## src/rtl/pipemem_stage.sv

```systemverilog
// pipemem_stage: EXE/MEM boundary register with a req/ack data-memory access controller
//   clk, clrn                      clock (rising edge), asynchronous active-low reset
//   ealu, eb, ern                  EXE result/address, store data, destination register
//   ewreg, em2reg, ewmem           EXE control: register write, load, store
//   mstall                         freeze upstream pipeline while an access is outstanding
//   d_req, d_we, d_addr, d_wdata   data-memory request port
//   d_rdata, d_ack                 data-memory response
//   malu, mmo, mrn, mwreg, mm2reg  MEM results towards MEM/WB
//   mexc                           one-cycle exception pulse (misaligned access or timeout)
module pipemem_stage #(
    parameter int TIMEOUT = 255
) (
    input  logic        clk,
    input  logic        clrn,
    input  logic [31:0] ealu,
    input  logic [31:0] eb,
    input  logic [4:0]  ern,
    input  logic        ewreg,
    input  logic        em2reg,
    input  logic        ewmem,
    output logic        mstall,
    output logic        d_req,
    output logic        d_we,
    output logic [31:0] d_addr,
    output logic [31:0] d_wdata,
    input  logic [31:0] d_rdata,
    input  logic        d_ack,
    output logic [31:0] malu,
    output logic [31:0] mmo,
    output logic [4:0]  mrn,
    output logic        mwreg,
    output logic        mm2reg,
    output logic        mexc
);
    typedef enum logic {IDLE, BUSY} state_t;
    state_t      state_q, state_d;
    logic [31:0] malu_q, malu_d, eb_q, eb_d;
    logic [4:0]  mrn_q, mrn_d;
    logic        mwreg_q, mwreg_d, mm2reg_q, mm2reg_d, mwmem_q, mwmem_d;
    logic        mis_q, mis_d, mexc_q, mexc_d;
    logic [15:0] cnt_q, cnt_d;
    logic        busy, abort, capture, mem_op, misal;
    always_comb begin
        busy     = state_q == BUSY;
        abort    = busy & ~d_ack & (cnt_q == 16'(TIMEOUT - 1));
        mstall   = busy & ~d_ack & ~abort;
        capture  = ~mstall;
        mem_op   = em2reg | ewmem;
        misal    = mem_op & (ealu[1:0] != 2'b00);
        malu_d   = capture ? ealu   : malu_q;
        eb_d     = capture ? eb     : eb_q;
        mrn_d    = capture ? ern    : mrn_q;
        mwreg_d  = capture ? ewreg  : mwreg_q;
        mm2reg_d = capture ? em2reg : mm2reg_q;
        mwmem_d  = capture ? ewmem  : mwmem_q;
        mis_d    = capture ? misal  : mis_q;
        // a retiring access hands over directly to the next captured memory op
        state_d  = capture ? ((mem_op & ~misal) ? BUSY : IDLE) : state_q;
        // any non-capture cycle is a BUSY cycle without ack
        cnt_d    = capture ? 16'd0 : cnt_q + 16'd1;
        mexc_d   = (capture & misal) | abort;
        d_req    = busy;
        d_we     = busy & mwmem_q;
        d_addr   = busy ? malu_q : 32'd0;
        d_wdata  = busy ? eb_q : 32'd0;
        malu     = malu_q;
        mrn      = mrn_q;
        mm2reg   = mm2reg_q;
        mexc     = mexc_q;
        mwreg    = mwreg_q & ~mstall & ~mis_q & ~abort;
        // load+store together behaves as a store, so no read data is returned
        mmo      = (busy & d_ack & mm2reg_q & ~mwmem_q) ? d_rdata : 32'd0;
    end
    always_ff @(posedge clk or negedge clrn) begin
        if (!clrn) begin
            state_q  <= IDLE;
            malu_q   <= '0;
            eb_q     <= '0;
            mrn_q    <= '0;
            mwreg_q  <= 1'b0;
            mm2reg_q <= 1'b0;
            mwmem_q  <= 1'b0;
            mis_q    <= 1'b0;
            mexc_q   <= 1'b0;
            cnt_q    <= '0;
        end else begin
            state_q  <= state_d;
            malu_q   <= malu_d;
            eb_q     <= eb_d;
            mrn_q    <= mrn_d;
            mwreg_q  <= mwreg_d;
            mm2reg_q <= mm2reg_d;
            mwmem_q  <= mwmem_d;
            mis_q    <= mis_d;
            mexc_q   <= mexc_d;
            cnt_q    <= cnt_d;
        end
    end
endmodule

```

## config.mk

```make
export PLATFORM = sky130hd
export DESIGN_NAME = pipemem_stage
export DESIGN_NICKNAME = d
export VERILOG_FILES = /design/src/rtl/pipemem_stage.sv
export SDC_FILE = /design/constraint.sdc
export NUM_CORES = 1
export LEC_CHECK = 0
export BUFFER_PORTS_ARGS = -buffer_cell sky130_fd_sc_hd__buf_2
export CAP_MARGIN = 20
export CORE_ASPECT_RATIO = 1.2
export CORE_MARGIN = 5
export CORE_UTILIZATION = 40
export CTS_BUF_LIST = sky130_fd_sc_hd__clkbuf_8 sky130_fd_sc_hd__clkbuf_16
export CTS_CLUSTER_DIAMETER = 200
export DETAILED_ROUTE_END_ITERATION = 7
export PLACE_DENSITY = 0.75
export SYNTH_ARGS = -nofsm -noshare
export SYNTH_HDL_FRONTEND = slang
export SYNTH_SLANG_ARGS = --single-unit
```

## constraint.sdc

```tcl
create_clock -name clk -period 3.7 [get_ports clk]
set_input_delay 0.37 -clock clk [delete_from_list [all_inputs] [get_ports clk]]
set_output_delay 0.37 -clock clk [all_outputs]
set_load 0.005 [all_outputs]
```

# Word-level counts from Yosys, hierarchy flattened
# Index checks and enable logic that the tools add are counted.
# totals
reg_bits	91
in_bits	107
out_inout_bits	139
word_cells	39
# classes
add_sub_neg	1
n_eq_ne	1
muxes	5
n_bitwise	21
reduce_logical	1
# ops
op	n
2-to-1 mux 32 bit	3
adder 16 x 1 -> 16 bit, second input constant	1
== test 16 x 8 -> 1 bit, second input constant	1
2-to-1 mux 16 bit	1
AND 1 bit	13
NOT 1 bit	6
OR 1 bit	2
nonzero test 2 bit	1
2-to-1 mux 1 bit	1

# Longest topological paths before layout
# logic_depth
word_depth	9
depth_mapped	8
mapped_depth_nobuf	6

# Least setup slack after synthesis
# No wires, ideal clock.
# synth_path
path_type	register -> output
start	register cnt_q[0]
end	output mstall
arrival_time_ns	1.435
required_time_ns	3.330
setup_slack_ns	1.895
stages_incl_launch_ff	9
path_buffers	2
path_cell_list	dfrtp_1 > inv_1 > ha_1 > and4b_1 > nand3_1 > o21bai_2 > buf_4 > buf_2 > inv_1
# synth_via
elab_chain_len	4
# synth_lines
element	line_no	source
start, declared	41	logic [15:0] cnt_q, cnt_d;
start signal, assigned	96	cnt_q <= cnt_d;
== test 16 x 8 -> 1 bit	45	abort = busy & ~d_ack & (cnt_q == 16'(TIMEOUT - 1));
AND 1 bit	45	
NOT 1 bit	46	mstall = busy & ~d_ack & ~abort;
AND 1 bit	46	
end, declared	21	output logic mstall,
# No other way between the ends.

# Worst setup path in the final report
# Ends and elaborated chain as after synthesis.

==> results.md <==
- When the netlist entered floorplanning its net count stood at 461.
- The internal power summed over all cells is 1.91 mW.
- The relative contribution of the clock network to total power is 39.2%.
- Sequential elements use 49.8% of the synthesized area.
- Net switching is 24.2% of the power.
- Synthesis inferred 91 register bits.
- The overall overflow remaining after global route is 0.
- The global-route wire length before repair is 18.3 mm.
- The area of the core is 11100 µm².
- The H-tree depth is 3.
- The worst hold path belongs to the class in -> async.
- In this run the static leakage power is 3.38 nW.
- The number of antenna diodes is 0.
- For this run, the top clock speed supported by timing is 375 MHz.
- Of the post-synthesis cell area, the dominant cell type holds 49.8%.
- The routed layout has around 3500 vias.
- In this run the register-to-register setup slack is roughly 1.2 ns.
- The setup TNS is 0 ns.
- The count of clock tree sinks is between 90 and 100.
- Dividing the synthesized area by the synthesized cell count gives 13.0 µm².
- The type of the setup path with the least slack is reg -> out.
- The via count of the first global-routing pass is 3746.
- The run finished with clean final reports.
- The HPWL after detailed placement is 8.94 mm.
- The setup slack at placement is 1.21 ns.
- By area the synthesized netlist is led by sky130_fd_sc_hd__dfrtp_1 50%, sky130_fd_sc_hd__mux2_4 20%, sky130_fd_sc_hd__and2_1 13%, sky130_fd_sc_hd__mux2_2 3.0%, sky130_fd_sc_hd__buf_12 2.6%.
- The DRC violation total after the first TritonRoute iteration is between 200 and 250.
- The worst path setup slack after routing is around 1.0 ns.
- The tree is rooted in a sky130_fd_sc_hd__clkbuf_16.
- The vias per cell is around 4.6.
- Summed over all instances, the cell type with the most area after synthesis is sky130_fd_sc_hd__dfrtp_1.
- The initial utilization of the core area, before any placement, comes to 41.2%.
- The part of the power in registers is 44.7%.
- The mapped netlist covers about 4600 µm².
- Setup repair after global routing left no endpoint under its margin.
- The number of hold violations in the final report is 0.
- The number of buffers inserted by hold repair at cts is 0.
- The post-synthesis cell type count is 30.
- The transition time at the pin with the least slew margin is 0.870 ns.
- The logic gate share of total power is 16.1%.
- Summed over all nets, the switching power comes to 0.608 mW.
- The clock tree from TritonCTS is built.
- Measured on the finished design, the core utilization comes to 55.6%.
- The TritonCTS buffer count is 9.
- During I/O placement, the number of pins put on the boundary was 246.
- The DRC violation count after routing is 0.
- The number of instances resized during post-cts repair is 0.
- The number of detailed-routing iterations run before antenna repair is 4.
- The area growth from synthesis to layout is 34.9%.
- The power density of the placed cells is between 400 and 500 nW/µm².
- Hold timing on the final database bottoms out at a slack of 0.144 ns.
- The clock period minus final worst setup slack is 2.67 ns.
- The worst vdd rail ir drop is 0.000352 V.
- The global routing usage summed across all routing layers is 16.8%.
- The count of buffers added on input and output ports is 245.
- In this run the remaining antenna-violating nets after routing total 0.
- The share of the clock period used by the worst path after layout is 72.1%.
- The endpoint of the lowest-slack register-to-register path is eb_q[29]$_DFFE_PN0P_.
- In the final routed layout, each cell accounts on average for 15.6 µm.
- The depth of the worst register-to-register path is 7.
- Max-cap violations in this run came to 0.
- STA classifies the critical path endpoint as an output port.
- The type of element launching the critical path is a register.
- The die covers roughly 14000 µm².
- The final weighted congestion in routability-driven placement is 0.779.
- The number of antenna violations at the first check in global routing is 0.
- The floorplan step set the die height to between 100 and 150 µm.
- The yosys synthesis warning count is 0.
- The longest clock path from root to sink contains 2 buffers.
- The top fanout value on the critical path is 18.
- After clock tree synthesis, the clock-pin slew on the worst setup and hold paths is 0.06 ns.
- The number of nets in the final layout is approximately 700.
- Clock latency on the worst-skew pair, taken at its later pin, is 0.34 ns.
- The final number of max-transition violations is 0.
- The post-CTS setup-driven buffer insertion count is 0.
- The wire length reported by the detailed router is 11.7 mm.
- The fraction of final layout cells with drive strength greater than 1 is 57.0%.
- The initialized floorplan defines 42 standard-cell rows.
- The relative max-transition margin is about two fifths.
- The final count of negative-setup-slack endpoints is 0.
- After technology mapping, the gate count stands at 352.
- The startpoint of the lowest-slack register-to-register path is cnt_q[0]$_DFF_PN0_.
- At the worst endpoint, the arrival time is 2.30 ns.
- The pin count of the biggest net entering global routing is 71.
- The die span in x is 108 µm.
- The clock arrives with 0.0103 ns of skew.
- The design draws 2.52 mW.
- The required arrival time at the worst endpoint is 3.33 ns.
[cell families after synthesis]
| group | Yosys count | synth area share [%] |
|---|---|---|
| AO/OA/AOI/OAI | 4 | 0.712 |
| XOR/XNOR | 14 | 2.68 |
| adder cells (fa/ha/maj) | 2 | 0.548 |
| AND/OR/NAND/NOR | 143 | 18.5 |
| buffers and inverters | 25 | 4.79 |
| flip-flops | 91 | 49.8 |
| multiplexers | 73 | 22.9 |
[cells in the final DEF, fill, tap and decap left out, drive strengths merged]
| master | netlist | routed |
|---|---|---|
| o31ai | 1 | 1 |
| clkinv | 0 | 1 |
| and4b | 2 | 2 |
| clkbuf | 10 | 9 |
| bufinv | 0 | 2 |
| nand2b | 1 | 1 |
| o22ai | 1 | 1 |
| xnor2 | 10 | 10 |
| nand4 | 4 | 4 |
| a21boi | 1 | 1 |
| nand3 | 5 | 5 |
| ha | 2 | 2 |
| and4 | 1 | 1 |
| dfrtp | 91 | 91 |
| buf | 10 | 250 |
| o21bai | 1 | 1 |
| xor2 | 4 | 4 |
| clkinvlp | 0 | 1 |
| mux2i | 1 | 1 |
| nor2 | 19 | 19 |
| nor4 | 4 | 4 |
| and2 | 97 | 97 |
| nor3 | 5 | 5 |
| inv | 5 | 8 |
| and3 | 1 | 1 |
| nand2 | 4 | 4 |
| mux2 | 72 | 72 |
[synth_stat cells]
library cell	n
sky130_fd_sc_hd__and2_1	97
sky130_fd_sc_hd__dfrtp_1	91
sky130_fd_sc_hd__mux2_4	60
sky130_fd_sc_hd__nor2_1	19
sky130_fd_sc_hd__mux2_2	12
sky130_fd_sc_hd__clkbuf_1	10
sky130_fd_sc_hd__xnor2_1	10
sky130_fd_sc_hd__buf_12	6
sky130_fd_sc_hd__inv_1	5
sky130_fd_sc_hd__nand3_1	5
sky130_fd_sc_hd__nor3_1	5
sky130_fd_sc_hd__nand2_1	4
sky130_fd_sc_hd__xor2_1	4
sky130_fd_sc_hd__nand4_1	3
sky130_fd_sc_hd__nor4_1	3
sky130_fd_sc_hd__and4b_1	2
sky130_fd_sc_hd__buf_8	2
sky130_fd_sc_hd__ha_1	2
sky130_fd_sc_hd__a21boi_0	1
sky130_fd_sc_hd__and3_1	1
sky130_fd_sc_hd__and4_1	1
sky130_fd_sc_hd__buf_2	1
sky130_fd_sc_hd__buf_4	1
sky130_fd_sc_hd__mux2i_1	1
sky130_fd_sc_hd__nand2b_1	1
sky130_fd_sc_hd__nand4_2	1
sky130_fd_sc_hd__nor4_2	1
sky130_fd_sc_hd__o21bai_2	1
sky130_fd_sc_hd__o22ai_1	1
sky130_fd_sc_hd__o31ai_1	1
[power groups by stage]
| stage | Sequential [mW] | Combinational [mW] | Clock (mW) |
|---|---|---|---|
| after floorplan | 1.13 | 0.230 | 0 |
| after global placement | 1.14 | 0.400 | 0 |
| after detailed placement | 1.14 | 0.413 | 0 |
| after CTS | 1.13 | 0.413 | 1.02 |
| after global routing | 1.14 | 0.444 | 1.06 |
| final | 1.12 | 0.404 | 0.987 |
[through the flow]
step / cell area, µm² / cells
finish: 6160 / 752
global route: 6160 / 752
CTS: 6160 / 752
detailed placement: 5840 / 736
global placement: 5840 / 736
floorplan: 4570 / 352
[sequential cells by signal, summed over array words and instances (netlist names)]
name,flops
d_req,1
cnt_q,16
mexc,1
eb_q,32
mrn,5
mwmem_q,1
mwreg_q,1
mis_q,1
mm2reg,1
malu,32
[final cells by class]
cell class | instances | area, µm²
tap | 154 | 193
clock inverter | 7 | 100
multi-input combinational | 236 | 2080
sequential | 91 | 2280
clock buffer | 9 | 225
timing repair buffer | 250 | 1270
inverter | 5 | 18.8
fill | 981 | 4930
[worst max-delay path by stage]
stage,from,to,slack [ns],depth (start not counted)
floorplan,cnt_q[0]$_DFF_PN0_,mstall,1.89,8
global placement,cnt_q[0]$_DFF_PN0_,malu[22]$_DFFE_PN0P_,1.29,7
detailed placement,cnt_q[0]$_DFF_PN0_,malu[27]$_DFFE_PN0P_,1.21,7
CTS,cnt_q[0]$_DFF_PN0_,mstall,1.02,8
global route,cnt_q[0]$_DFF_PN0_,mstall,0.88,8
finish,cnt_q[0]$_DFF_PN0_,mstall,1.03,8
[layer usage]
metal / part of all wire, % / track usage, % / vias to the layer above
met5: 0 / 0 / -
met2: 51 / 29.7 / 179
met1: 38 / 19.3 / 1628
met3: 8.9 / 4.89 / 20
li1: - / - / 1646
met4: 2.0 / 6.09 / 0
[worst max-delay path, cell delays in order, from the launching register on]
cell,delay (ns)
sky130_fd_sc_hd__dfrtp_1,0.43
sky130_fd_sc_hd__inv_1,0.08
sky130_fd_sc_hd__ha_1,0.14
sky130_fd_sc_hd__and4b_1,0.18
sky130_fd_sc_hd__nand3_1,0.11
sky130_fd_sc_hd__o21bai_4,0.47
sky130_fd_sc_hd__buf_4,0.35
sky130_fd_sc_hd__inv_1,0.06
sky130_fd_sc_hd__buf_2,0.13
No activity file was read; power rests on OpenSTA's default activity.
